**src/rtl/cpu_pkg.sv**
```systemverilog
// Types shared by the fetch unit and the control FSM.
// ST_FLUSH exists only when FETCH_PREFETCH_EN is defined.
package cpu_pkg;

    localparam int OPCODE_W = 3;

    typedef enum logic [OPCODE_W-1:0] {
        OP_NOP   = 3'd0,
        OP_LOAD  = 3'd1,
        OP_STORE = 3'd2,
        OP_ADD   = 3'd3,
        OP_SUB   = 3'd4,
        OP_AND   = 3'd5,
        OP_JMP   = 3'd6,
        OP_HALT  = 3'd7
    } opcode_t;

    typedef enum logic [1:0] {
        ST_IDLE  = 2'd0,
        ST_FETCH = 2'd1,
        ST_HOLD  = 2'd2
`ifdef FETCH_PREFETCH_EN
        , ST_FLUSH = 2'd3
`endif
    } fetch_state_t;

endpackage

```
**src/rtl/fetch_pc.sv**
```systemverilog
// Program counter: branch load has priority over increment; increment wraps
// silently modulo 2^ADDR_W.
module fetch_pc
    import cpu_pkg::*;
#(
    parameter int                ADDR_W   = 8,
    parameter logic [ADDR_W-1:0] PC_RESET = {ADDR_W{1'b0}}
) (
    input  logic              Clock,
    input  logic              Clear,
    input  logic              i_load,
    input  logic              i_inc,
    input  logic [ADDR_W-1:0] i_target,
    output logic [ADDR_W-1:0] o_pc
);

    logic [ADDR_W-1:0] r_pc;

    // PC register with branch-load and wrap-around increment
    always_ff @(posedge Clock or posedge Clear) begin
        if (Clear) begin
            r_pc <= PC_RESET;
        end else if (i_load) begin
            r_pc <= i_target;
        end else if (i_inc) begin
            r_pc <= r_pc + {{(ADDR_W-1){1'b0}}, 1'b1};
        end else begin
            r_pc <= r_pc;
        end
    end

    assign o_pc = r_pc;

endmodule

```
**src/rtl/instr_fetch_unit.sv**
```systemverilog
// Instruction fetch stage: PC, memory req/ack, instruction register and
// valid/taken handoff to the FSM. FETCH_PREFETCH_EN adds a one-entry prefetch buffer.
module instr_fetch_unit
    import cpu_pkg::*;
#(
    parameter int                ADDR_W   = 8,
    parameter int                INSTR_W  = 16,
    parameter logic [ADDR_W-1:0] PC_RESET = {ADDR_W{1'b0}}
) (
    input  logic                  Clock,
    input  logic                  Clear,
    output logic                  MemReq,
    output logic [ADDR_W-1:0]     MemAddr,
    input  logic                  MemAck,
    input  logic [INSTR_W-1:0]    MemData,
    output logic [OPCODE_W-1:0]   OPCODE,
    output logic [INSTR_W-4:0]    Operand,
    output logic                  InstrValid,
    input  logic                  InstrTaken,
    input  logic                  Branch,
    input  logic [ADDR_W-1:0]     BranchTarget,
    output logic [ADDR_W-1:0]     PC
);

    fetch_state_t        r_state, w_state_nx;
    logic                r_mem_req, w_mem_req_nx;
    logic [INSTR_W-1:0]  r_ir, w_ir_nx;
    logic                r_valid, w_valid_nx;
    logic                w_pc_load, w_pc_inc;
    logic [ADDR_W-1:0]   w_pc_target, w_pc;
    logic                w_ack, w_taken;
`ifdef FETCH_PREFETCH_EN
    logic [INSTR_W-1:0]  r_buf, w_buf_nx;
    logic                r_buf_valid, w_buf_valid_nx;
    logic [ADDR_W-1:0]   r_tgt, w_tgt_nx;
`endif

    assign w_ack   = MemAck & r_mem_req;
    assign w_taken = InstrTaken & r_valid;

    fetch_pc #(.ADDR_W(ADDR_W), .PC_RESET(PC_RESET)) u_pc (
        .Clock    (Clock),
        .Clear    (Clear),
        .i_load   (w_pc_load),
        .i_inc    (w_pc_inc),
        .i_target (w_pc_target),
        .o_pc     (w_pc)
    );

    // Next-state, request and instruction-register decisions
    always_comb begin
        w_state_nx   = r_state;
        w_mem_req_nx = r_mem_req;
        w_ir_nx      = r_ir;
        w_valid_nx   = r_valid;
        w_pc_load    = 1'b0;
        w_pc_inc     = 1'b0;
        w_pc_target  = BranchTarget;
`ifdef FETCH_PREFETCH_EN
        w_buf_nx       = r_buf;
        w_buf_valid_nx = r_buf_valid;
        w_tgt_nx       = r_tgt;
`endif
        case (r_state)
            ST_IDLE: begin
                w_state_nx   = ST_FETCH;
                w_mem_req_nx = 1'b1;
            end
            ST_FETCH: begin
                if (w_ack) begin
                    w_ir_nx    = MemData;
                    w_pc_inc   = 1'b1;
                    w_valid_nx = 1'b1;
                    w_state_nx = ST_HOLD;
`ifdef FETCH_PREFETCH_EN
                    w_mem_req_nx = 1'b1;
`else
                    w_mem_req_nx = 1'b0;
`endif
                end else begin
                    w_mem_req_nx = 1'b1;
                end
            end
            ST_HOLD: begin
`ifdef FETCH_PREFETCH_EN
                // An outstanding prefetch must complete before the redirect address goes out
                if (w_taken && Branch) begin
                    w_buf_valid_nx = 1'b0;
                    w_valid_nx     = 1'b0;
                    if (r_mem_req && !MemAck) begin
                        w_tgt_nx   = BranchTarget;
                        w_state_nx = ST_FLUSH;
                    end else begin
                        w_pc_load    = 1'b1;
                        w_mem_req_nx = 1'b1;
                        w_state_nx   = ST_FETCH;
                    end
                end else if (w_taken) begin
                    if (r_buf_valid) begin
                        w_ir_nx        = r_buf;
                        w_buf_valid_nx = 1'b0;
                        w_mem_req_nx   = 1'b1;
                    end else if (w_ack) begin
                        w_ir_nx  = MemData;
                        w_pc_inc = 1'b1;
                    end else begin
                        w_valid_nx   = 1'b0;
                        w_mem_req_nx = 1'b1;
                        w_state_nx   = ST_FETCH;
                    end
                end else if (w_ack) begin
                    w_buf_nx       = MemData;
                    w_buf_valid_nx = 1'b1;
                    w_pc_inc       = 1'b1;
                    w_mem_req_nx   = 1'b0;
                end else begin
                    w_mem_req_nx = ~r_buf_valid;
                end
`else
                if (w_taken) begin
                    w_valid_nx   = 1'b0;
                    w_mem_req_nx = 1'b1;
                    w_pc_load    = Branch;
                    w_state_nx   = ST_FETCH;
                end else begin
                    w_mem_req_nx = 1'b0;
                end
`endif
            end
`ifdef FETCH_PREFETCH_EN
            ST_FLUSH: begin
                if (w_ack) begin
                    w_pc_load   = 1'b1;
                    w_pc_target = r_tgt;
                    w_state_nx  = ST_FETCH;
                end else begin
                    w_mem_req_nx = 1'b1;
                end
            end
`endif
            default: begin
                w_state_nx   = ST_IDLE;
                w_mem_req_nx = 1'b0;
                w_valid_nx   = 1'b0;
            end
        endcase
    end

    // State and output registers; Clear forces reset values immediately
    always_ff @(posedge Clock or posedge Clear) begin
        if (Clear) begin
            r_state   <= ST_IDLE;
            r_mem_req <= 1'b0;
            r_ir      <= {INSTR_W{1'b0}};
            r_valid   <= 1'b0;
`ifdef FETCH_PREFETCH_EN
            r_buf       <= {INSTR_W{1'b0}};
            r_buf_valid <= 1'b0;
            r_tgt       <= PC_RESET;
`endif
        end else begin
            r_state   <= w_state_nx;
            r_mem_req <= w_mem_req_nx;
            r_ir      <= w_ir_nx;
            r_valid   <= w_valid_nx;
`ifdef FETCH_PREFETCH_EN
            r_buf       <= w_buf_nx;
            r_buf_valid <= w_buf_valid_nx;
            r_tgt       <= w_tgt_nx;
`endif
        end
    end

    assign MemReq     = r_mem_req;
    assign MemAddr    = w_pc;
    assign PC         = w_pc;
    assign InstrValid = r_valid;
    assign OPCODE     = r_ir[INSTR_W-1 -: OPCODE_W];
    assign Operand    = r_ir[INSTR_W-4:0];

endmodule
```
**config.mk**
```make
export PLATFORM = sky130hd
export DESIGN_NAME = instr_fetch_unit
export DESIGN_NICKNAME = d
export VERILOG_FILES = /design/src/rtl/cpu_pkg.sv /design/src/rtl/fetch_pc.sv /design/src/rtl/instr_fetch_unit.sv
export SDC_FILE = /design/constraint.sdc
export NUM_CORES = 1
export LEC_CHECK = 0
export CAP_MARGIN = 20
export CORE_ASPECT_RATIO = 0.9
export CORE_MARGIN = 1
export CORE_UTILIZATION = 41
export CTS_BUF_LIST = sky130_fd_sc_hd__clkbuf_8
export DETAILED_ROUTE_END_ITERATION = 12
export PLACE_DENSITY = 0.91
export SYNTH_ARGS = -nofsm -noshare
export SYNTH_HDL_FRONTEND = slang
export SYNTH_SLANG_ARGS = --single-unit
```
**constraint.sdc**
```tcl
create_clock -name Clock -period 2.41 [get_ports Clock]
set_clock_uncertainty 0.2 [all_clocks]
set_input_delay 0.482 -clock Clock [delete_from_list [all_inputs] [get_ports Clock]]
set_output_delay 0.482 -clock Clock [all_outputs]
set_load 0.01 [all_outputs]
```
==> results of run 1 <==
## area by class of cell
cell class,instances,area [µm²],share of cell area
tap,40,50.0,0.0253
clock inverter,1,30.0,0.0152
inverter,4,15.0,0.00758
multi-input combinational,94,478,0.241
timing repair buffer,68,666,0.336
sequential,28,701,0.354
clock buffer,3,41.3,0.0208
## state kept, by name, indices dropped and copies added, names as in the netlist
name,flops
InstrValid,1
MemReq,1
r_ir,16
r_state,2
u_pc.o_pc,8
## metrics by stage
| stage | power (µW) | hold WS, ns | setup slack, ns | utilization | area [µm²] |
|---|---|---|---|---|---|
| detailed placement | 2090 | 0.267 | 0.194 | 0.668 | 1910 |
| global route | 2620 | 0.313 | 0.324 | 0.692 | 1980 |
| floorplan | 1470 | 0.311 | 0.628 | - | 1280 |
| CTS | 2460 | 0.292 | 0.375 | 0.692 | 1980 |
| finish | 2450 | 0.284 | 0.384 | 0.692 | 1980 |
| global placement | 2030 | 0.256 | 0.216 | 0.668 | 1910 |
## cell families (layout without fill, tap and decap cells)
kind of cell,after synthesis,after routing,synth area share
AO/OA/AOI/OAI,18,18,0.0917
adder cells (fa/ha/maj),1,1,0.00975
XOR/XNOR,4,4,0.0273
buffers and inverters,18,76,0.0810
flip-flops,28,28,0.546
AND/OR/NAND/NOR,71,71,0.244
## power groups by stage
stage	logic [µW]	clock network (µW)	registers (µW)
after floorplan	508	0	960
after global placement	1130	0	893
after detailed placement	1180	0	914
after CTS	1180	375	908
after global routing	1280	398	944
final	1170	369	909
## worst register-to-register path: cells and delay by family, from the launching register on
kind	cells	cell delay (ns)
buf+inv	1	0.23
flops	1	0.51
compound gates	1	0.17
simple gates	2	0.59
## metal layers
| metal | track usage | vias up | share of wire |
|---|---|---|---|
| li1 | - | 573 | - |
| met1 | 0.243 | 556 | 0.40 |
| met2 | 0.368 | 52 | 0.50 |
| met3 | 0.0628 | 6 | 0.081 |
| met4 | 0.102 | 0 | 0.016 |
| met5 | 0 | - | 0 |
## worst paths after layout
| check | start | to |
|---|---|---|
| min in group asynchronous | Clear | r_ir[3] |
| setup reg to reg | r_state[0] | u_pc.o_pc[3] |
| hold reg to reg | r_ir[5] | r_ir[5] |
| hold / removal | r_ir[5] | r_ir[5] |
| max in group asynchronous | Clear | r_ir[8] |
| setup / recovery | u_pc.o_pc[2] | PC[2] |
## layout by cell type, fill, tap and decap left out, types with 2 or more instances in the layout
master,n
a31oi_1,2
nor3_1,3
o21ai_0,6
xnor2_1,3
a221o_1,2
clkbuf_8,3
nand4_1,2
dfrtp_1,28
o22ai_1,2
a21oi_1,2
inv_1,4
clkdlybuf4s50_1,62
nand2_1,55
buf_4,6
nor2_1,2
a22oi_1,2
nand3_1,2
==> results.md, run 1 <==
* Initial Util at 0.448
* Setup Total Neg Slack at 0 ns
* Die area at about 0.0034 mm²
* Hold Crit Depth at 2
* Stages on the worst setup path at 1
* Crit path max fanout at 6
* Reg power frac at 0.372
* P_sw at 862 µW
* Hold buffers post-CTS at 0
* Ant. Diodes at 0
* Core area at between 0.002 and 0.003 mm²
* Switching part of the total at 0.353
* CTS tree: done
* Max cap viols at 0
* Fillers at 216
* Post-synth EDFFs at 0
* Yosys warns at 0
* Mapped Area at 0.00128 mm²
* Vias at approximately 1200
* Post-Layout Cell Count at 238
* Setup bufs post-CTS at 0
* CP Buf/Inv Count at 1
* Pwr Density at 1230 mW/mm²
* Leading cell type by number of instances after synthesis: nand2_1
* Total CTS buffers at 3
* F_max at 494 MHz
* Sequential area share after synthesis at 0.546
* Power share of the combinational group at 0.477
* Reg clk slew, reported paths at ~0.10 ns
* Slew Viols, Final at 0
* Post-DRT Antenna Nets at 0
* Largest net degree at the start of global routing at 29
* Initial antenna violation count at 0
* Total Routing Usage GR at 0.213
* GPL Wtd Cong at 0.813
* Worst R2R Setup Slack at between 0.6 and 0.7 ns
* # port buffers at 62
* Critical path's top delay family: buffers and inverters
* Clock share of power at 0.151
* Worst setup SP type: flop
* Share of cells above drive strength 1 at 0.0758
* Rel. slew slack at 0.771
* Fin nets at 229
* Setup violators final at 0
* Routed wire per std cell at 13.0 µm
* First-pass GRT wire length at 5050 µm
* Hold WC Path Type: reg -> reg
* Syn-to-layout area delta at 54.4%
* Post-synth top area share at 0.546
* Post_cts resized at 0
* Vias/cell at ~5
* CP cell instances: clkdlybuf4s50_1
* VDD IR max at 0.567 mV
* Hpwl dp at 2290 µm
* Fin crit share at 0.841
* Max stage delay on crit path at 0.60 ns
* Post-synth ARST share at 1.00
* Vias in the first global route at 1125
* Detailed Route Iter0 Violations at 62
* Clock tree buffer depth at 2
* Top cells by area, synth: dfrtp_1 55%, nand2_1 16%, buf_4 4.7%, o21ai_0 2.3%, xnor2_1 2.0%
* Drt pass-1 iters at 4
* Final hold vios at 0
* Top FF cell, synth: dfrtp_1
* CTS Sinks at 28
* Overflow after GRT at 0
* Critical Path Slowest Stage Cell: clkdlybuf4s50_1
* Worst path arrival time at 1.34 ns
* Root Driver: clkbuf_8
* Syn Nets at 170
* Reg2reg path depth at 4
* Period minus WS final at 2.03 ns
* DRC at 0
* Slew @ Worst Pin at ~0.34 ns
* Row count at 18
* Crit end category: output pin
* Yosys reg bits at 28
* Yosys cell types at 28
* Final wirelength at 3100 µm
* Internal power at 1580 µW
* Clock Latency Late Sink at roughly 0.28 ns
* Boundary pin count at 63
* Static Leak at 0.000884 µW
* Run status: completed
* Die X at 61.0 µm
* Syn avg cell area at around 9.2 µm²
* Inst Count DP at 234
* Top cells by count, synth: 55 x nand2_1, 28 x dfrtp_1, 8 x buf_4
* Largest area contributor in the netlist: dfrtp_1
* Die H at 55.1 µm
* Required @ worst endpoint at 1.73 ns
* RSZ-0062 raised after global routing: false
* Critical path class: reg -> out
* H-Tree Depth at 1
* Post-synthesis cell count at 140
Power figures use the tool's default switching activity.
==> inputs of run 2 (changes only) <==
==> constraint.sdc (replaced) <==
create_clock -name Clock -period 2.04 [get_ports Clock]
set_clock_uncertainty 0.2 [all_clocks]
set_input_delay 0.408 -clock Clock [delete_from_list [all_inputs] [get_ports Clock]]
set_output_delay 0.408 -clock Clock [all_outputs]
set_load 0.01 [all_outputs]
==> run 2 against run 1 <==
  * Worst hold slack gained 0.0020 ns
  * First-iteration DRC count shrank 31%
  * Combinational power grew 21%
  * Via count grew 4.1%
  * Count of clock-buffer cells in the layout is the same
  * Sequential share of layout area shrank 0.27 points
  * Final cell count grew 0.84%
  * Utilization grew 0.52 points
  * Critical endpoint unchanged
  * Largest cell class unchanged
==> results.md, run 2 (synthesis results as in run 1) <==
* Run status: completed (unchanged)
* Root Driver: clkbuf_8 (unchanged)
* Row count at 18 (unchanged)
* Die area at 0.00336 mm² (unchanged)
* RSZ-0062 raised after global routing: false (unchanged)
* Required @ worst endpoint at 1.43 ns (was 1.73 ns)
* Setup bufs post-CTS at 0 (unchanged)
* Critical path class: reg -> out (unchanged)
* Clock tree buffer depth at 2 (unchanged)
* Max cap viols at 0 (unchanged)
* Pwr Density at 1470 mW/mm² (was 1230 mW/mm²)
* Critical path's top delay family: buffers and inverters (unchanged)
* Post-DRT Antenna Nets at 0 (unchanged)
* Power share of the combinational group at 0.482 (was 0.477)
* Slew Viols, Final at 0 (unchanged)
* Vias at 1236 (was 1187)
* Setup Total Neg Slack at 0 ns (unchanged)
* Ant. Diodes at 0 (unchanged)
* Fin nets at 231 (was 229)
* Rel. slew slack at 0.760 (was 0.771)
* CP Buf/Inv Count at 1 (unchanged)
* Biggest register: r_ir (unchanged)
* # port buffers at 62 (unchanged)
* Crit end category: output pin (unchanged)
* Post_cts resized at 0 (unchanged)
* Final hold vios at 0 (unchanged)
* Clock Latency Late Sink at 0.28 ns (about the same)
* Clock share of power at 0.153 (was 0.151)
* Total CTS buffers at 3 (unchanged)
* Hpwl dp at 2500 µm (was 2290 µm)
* Core area at 0.00286 mm² (unchanged)
* CTS Sinks at 28 (unchanged)
* Initial antenna violation count at 0 (unchanged)
* Vias in the first global route at 1207 (was 1125)
* CTS tree: done (unchanged)
* VDD IR max at 0.691 mV (was 0.567 mV)
* Routed wire per std cell at 13.7 µm (was 13.0 µm)
* Internal power at 1890 µW (was 1580 µW)
* Final wirelength at 3300 µm (was 3100 µm)
* Max reg flops at 16 (unchanged)
* Hold buffers post-CTS at 0 (unchanged)
* Boundary pin count at 63 (unchanged)
* Max stage delay on crit path at 0.59 ns (was 0.60 ns)
* Hold WC Path Type: in -> async (was reg -> reg)
* Critical Path Slowest Stage Cell: clkdlybuf4s50_1 (unchanged)
* Most frequent cells in the layout: 62 x clkdlybuf4s50_1, 55 x nand2_1, 28 x dfrtp_1 (unchanged)
* Worst setup SP type: flop (unchanged)
* Static Leak at 0.000894 µW (was 0.000884 µW)
* P_sw at 1040 µW (was 862 µW)
* Initial Util at 0.448 (unchanged)
* Reg clk slew, reported paths at 0.11 ns (was 0.10 ns)
* H-Tree Depth at 1 (unchanged)
* F_max at 513 MHz
* First-pass GRT wire length at 5130 µm (was 5050 µm)
* Detailed Route Iter0 Violations at 43 (was 62)
* Die X at 61.0 µm (unchanged)
* Die H at 55.1 µm (unchanged)
* Reg power frac at 0.365 (was 0.372)
* Final hold slack at 0.286 ns (was 0.284 ns)
* Largest net degree at the start of global routing at 29 (unchanged)
* Total Power at 2930 µW (was 2450 µW)
* Final Core Density at 0.698 (was 0.692)
* Share of cells above drive strength 1 at 0.0850 (was 0.0758)
* DRC at 0 (unchanged)
* Syn-to-layout area delta at 55.6% (was 54.4%)
* Total Routing Usage GR at 0.212 (was 0.213)
* Slew @ Worst Pin at 0.361 ns (was 0.344 ns)
* Drt pass-1 iters at 5 (was 4)
* Crit path max fanout at 6 (unchanged)
* Switching part of the total at 0.356 (was 0.353)
* Setup violators final at 0 (unchanged)
* Vias/cell at 5.15 (was 4.99)
* GPL Wtd Cong at 0.842 (was 0.813)
* Fin crit share at 0.955
* Worst path arrival time at 1.34 ns (about the same)
* CP cell instances: clkdlybuf4s50_1 (unchanged)
* Period minus WS final at roughly 1.9 ns
* Overflow after GRT at 0 (unchanged)
* Commonest non-fill, non-tap cell in the layout: clkdlybuf4s50_1 (unchanged)
run 2: changes by cell type in the layout (fill, tap and decap cells not counted), sizes merged:
cell | previous run | this run
buf | 6 | 8
run 2: final timing paths:
| check | start | end | slack (ns) | cells after the start |
|---|---|---|---|---|
| max | u_pc.o_pc[2] | PC[2] | 0.09 | 1 |
| min | Clear | r_ir[14] | 0.29 | 3 |
| max reg2reg | u_pc.o_pc[1] | u_pc.o_pc[6] | 0.31 | 5 |
| min reg2reg | r_ir[6] | r_ir[6] | 0.29 | 2 |
| max in group asynchronous | Clear | u_pc.o_pc[2] | 1.08 | 3 |
| min in group Clock | r_ir[6] | r_ir[6] | 0.29 | 2 |
run 2: power groups by stage:
| stage | sequential [µW] | clock, µW | combinational [µW] |
|---|---|---|---|
| final | 1070 | 449 | 1410 |
| after CTS | 1070 | 454 | 1430 |
| after detailed placement | 1080 | 0 | 1420 |
| after global placement | 1050 | 0 | 1360 |
| after global routing | 1110 | 461 | 1550 |
| after floorplan | 1130 | 0 | 600 |
run 2: per-layer routing:
metal | vias to the layer above | share of wire | global-route usage
met5 | - | 0 | 0
met4 | 0 | 0.015 | 0.102
met3 | 6 | 0.073 | 0.0442
met2 | 66 | 0.51 | 0.399
met1 | 588 | 0.40 | 0.228
li1 | 576 | - | -
run 2: through the flow:
step	cell area, µm²	worst slack, ns	std cells
after floorplan	1280	0.301	140
after global placement	1920	-0.0158	236
after detailed placement	1920	-0.0727	236
after CTS	2000	0.0763	240
after global routing	2000	0.0517	240
final	2000	0.0912	240
run 2: layout make-up:
class                   instances  area, µm²
well taps                      40       50.0
clock buffers                   3       41.3
repair buffers                 70        681
clock inverters                 1       30.0
flip-flops and latches         28        701
inverters                       4       15.0
multi-input cells              94        478
fillers                       235        865
==> inputs of run 3 (changes only) <==
--- a/config.mk
+++ b/config.mk
@@ -6,12 +6,15 @@
 export NUM_CORES = 1
 export LEC_CHECK = 0
 export CAP_MARGIN = 20
+export CELL_PAD_IN_SITES_DETAIL_PLACEMENT = 1
+export CELL_PAD_IN_SITES_GLOBAL_PLACEMENT = 1
 export CORE_ASPECT_RATIO = 0.9
 export CORE_MARGIN = 1
-export CORE_UTILIZATION = 41
+export CORE_UTILIZATION = 29
 export CTS_BUF_LIST = sky130_fd_sc_hd__clkbuf_8
 export DETAILED_ROUTE_END_ITERATION = 12
-export PLACE_DENSITY = 0.91
+export GPL_ROUTABILITY_DRIVEN = 0
+export PLACE_DENSITY = 0.9
 export SYNTH_ARGS = -nofsm -noshare
 export SYNTH_HDL_FRONTEND = slang
 export SYNTH_SLANG_ARGS = --single-unit
==> run 3 against run 2 <==
  * Register-to-register slack gained 0.03 ns
  * Maximum frequency rose by 1.1%
  * Non-clock buffer count is 2 higher
  * Combinational power is essentially flat
  * Count of clock-buffer cells in the layout rose by 1
  * Setup slack better by 0.022 ns
  * Critical path depth did not move
  * Clock power down 23%
  * Largest power group unchanged
  * Highest routed layer is now met3
==> results.md, run 3 (synthesis results as in run 1) <==
* Run status: completed (unchanged)
* Reg2reg path depth at 4 (was 5)
* Initial antenna violation count at 0 (unchanged)
* Boundary pin count at 63 (unchanged)
* Hold buffers post-CTS at 0 (unchanged)
* Crit path launch: u_pc.o_pc[4] (was u_pc.o_pc[2])
* Post_cts resized at 0 (unchanged)
* # port buffers at 62 (unchanged)
* Most frequent cells in the layout: 62 x clkdlybuf4s50_1, 55 x nand2_1, 28 x dfrtp_1 (unchanged)
* Critical path's top delay family: buffers and inverters (unchanged)
* Required @ worst endpoint at 1.43 ns (about the same)
* Biggest register: r_ir (unchanged)
* Static Leak at 0.000896 µW (was 0.000894 µW)
* Drt pass-1 iters at 4 (was 5)
* Row count at 22 (was 18)
* Total Routing Usage GR at 0.159 (was 0.212)
* Setup bufs post-CTS at 0 (unchanged)
* Clock tree buffer depth at 2 (unchanged)
* VDD IR max at 0.600 mV (was 0.691 mV)
* Setup violators final at 0 (unchanged)
* Rel. slew slack at 0.754 (was 0.760)
* Critical path class: reg -> out (unchanged)
* Fillers at 474 (was 235)
* CTS Sinks at 28 (unchanged)
* Worst flop-to-flop path endpoint: u_pc.o_pc[7] (was u_pc.o_pc[6])
* Initial Util at 0.309 (was 0.448)
* Final Instance Area at 0.00202 mm² (was 0.00200 mm²)
* Register area at 701 µm² (unchanged)
* RSZ-0062 raised after global routing: false (unchanged)
* Total CTS buffers at 3 (unchanged)
* Max reg flops at 16 (unchanged)
* Hpwl dp at 2620 µm (was 2500 µm)
* Reg clk slew, reported paths at 0.10 ns (was 0.11 ns)
* Die H at 65.1 µm (was 55.1 µm)
* DRC at 0 (unchanged)
* CP Buf/Inv Count at 1 (unchanged)
* Die area at 0.00469 mm² (was 0.00336 mm²)
* Syn-to-layout area delta at 57.5% (was 55.6%)
* Worst path arrival time at 1.32 ns (was 1.34 ns)
* Vias at 1197 (was 1236)
* Commonest non-fill, non-tap cell in the layout: clkdlybuf4s50_1 (unchanged)
* Setup Total Neg Slack at 0 ns (unchanged)
* Die X at 72.1 µm (was 61.0 µm)
* Slew Viols, Final at 0 (unchanged)
* F_max at 519 MHz (was 513 MHz)
* Ant. Diodes at 0 (unchanged)
* Placement Setup Slack at -0.0396 ns (was -0.0727 ns)
* Crit path max fanout at 6 (unchanged)
* Worst setup SP type: flop (unchanged)
* Fin crit share at 0.945 (was 0.955)
* Final wirelength at 3390 µm (was 3300 µm)
* Largest net degree at the start of global routing at 29 (unchanged)
* Max stage delay on crit path at 0.58 ns (was 0.59 ns)
* Root Driver: clkbuf_8 (unchanged)
* Final hold vios at 0 (unchanged)
* Hold Path End: r_ir[12]
* Share of cells above drive strength 1 at 0.0941 (was 0.0850)
* Max cap viols at 0 (unchanged)
* Clock Latency Late Sink at 0.27 ns (was 0.28 ns)
* Fin nets at 233 (was 231)
* HP Start: r_ir[12]
* Period minus WS final at 1.93 ns (was 1.95 ns)
* Overflow after GRT at 0 (unchanged)
* Detailed Route Iter0 Violations at 70 (was 43)
* Vias/cell at 4.57 (was 5.15)
* Core area at 0.00416 mm² (was 0.00286 mm²)
* Pwr Density at 1400 mW/mm² (was 1470 mW/mm²)
* Total Power at 2820 µW (was 2930 µW)
* Reg2Reg Launch Point: r_state[1] (was u_pc.o_pc[1])
* Hold Crit Depth at 2
* CTS tree: done (unchanged)
* H-Tree Depth at 1 (unchanged)
* Vias in the first global route at 1271 (was 1207)
* Crit end category: output pin (unchanged)
* Critical Path Slowest Stage Cell: clkdlybuf4s50_1 (unchanged)
* Slew @ Worst Pin at 0.369 ns (was 0.361 ns)
* First-pass GRT wire length at 5800 µm (was 5130 µm)
* CP cell instances: clkdlybuf4s50_1 (unchanged)
* Worst R2R Setup Slack at 0.34 ns (was 0.31 ns)
* Multi-input gate area at 478 µm² (unchanged)
* Hold WC Path Type: reg -> reg (was in -> async)
* Setup slack after layout at 0.113 ns (was 0.0912 ns)
* Post-DRT Antenna Nets at 0 (unchanged)
* Placed cell areas at 0.00196 mm² (was 0.00192 mm²)
* Routed wire per std cell at 12.9 µm (was 13.7 µm)
[run 3: per-layer routing]
layer / part of all wire / vias to the layer above / track usage
met3: 0.073 / 0 / 0.0560
met5: 0 / - / 0
met2: 0.51 / 47 / 0.285
met1: 0.42 / 573 / 0.190
li1: - / 577 / -
met4: 0 / 0 / 0.00735
[run 3: stage by stage]
stage / hold slack (ns) / utilization / std cells
6_report: 0.279 / 0.486 / 262
5_1_grt: 0.305 / 0.486 / 262
4_1_cts: 0.286 / 0.486 / 262
3_5_place_dp: 0.263 / 0.473 / 258
3_3_place_gp: 0.256 / 0.473 / 258
2_1_floorplan: 0.273 / - / 140
[run 3: worst register-to-register path, delay by kind of cell, from the launching register on]
| family | cells | cell delay, ns |
|---|---|---|
| flip-flops | 1 | 0.47 |
| XOR/XNOR | 1 | 0.15 |
| AND/OR/NAND/NOR | 2 | 0.68 |
| AO/OA/AOI/OAI | 1 | 0.09 |
[run 3: worst max-delay path by stage]
stage                               to  slack (ns)  cells after the start
after floorplan           u_pc.o_pc[1]        0.30                      5
after global placement    u_pc.o_pc[1]       -0.02                      5
after detailed placement  u_pc.o_pc[1]       -0.04                      5
after CTS                   MemAddr[4]        0.10                      1
after global routing             PC[4]        0.02                      1
final                            PC[4]        0.11                      1
[run 3: power by group]
group | internal [µW] | switching [µW] | leakage (µW)
Clock | 173 | 171 | 0.0000288
Combinational | 818 | 591 | 0.000522
Sequential | 815 | 252 | 0.000345
Total | 1810 | 1010 | 0.000896
[run 3: area by class of cell]
type                    count  area share
flip-flops and latches     28       0.347
repair buffers             72       0.344
clock buffers               4      0.0273
multi-input cells          94       0.237
well taps                  60      0.0372
inverters                   4     0.00743
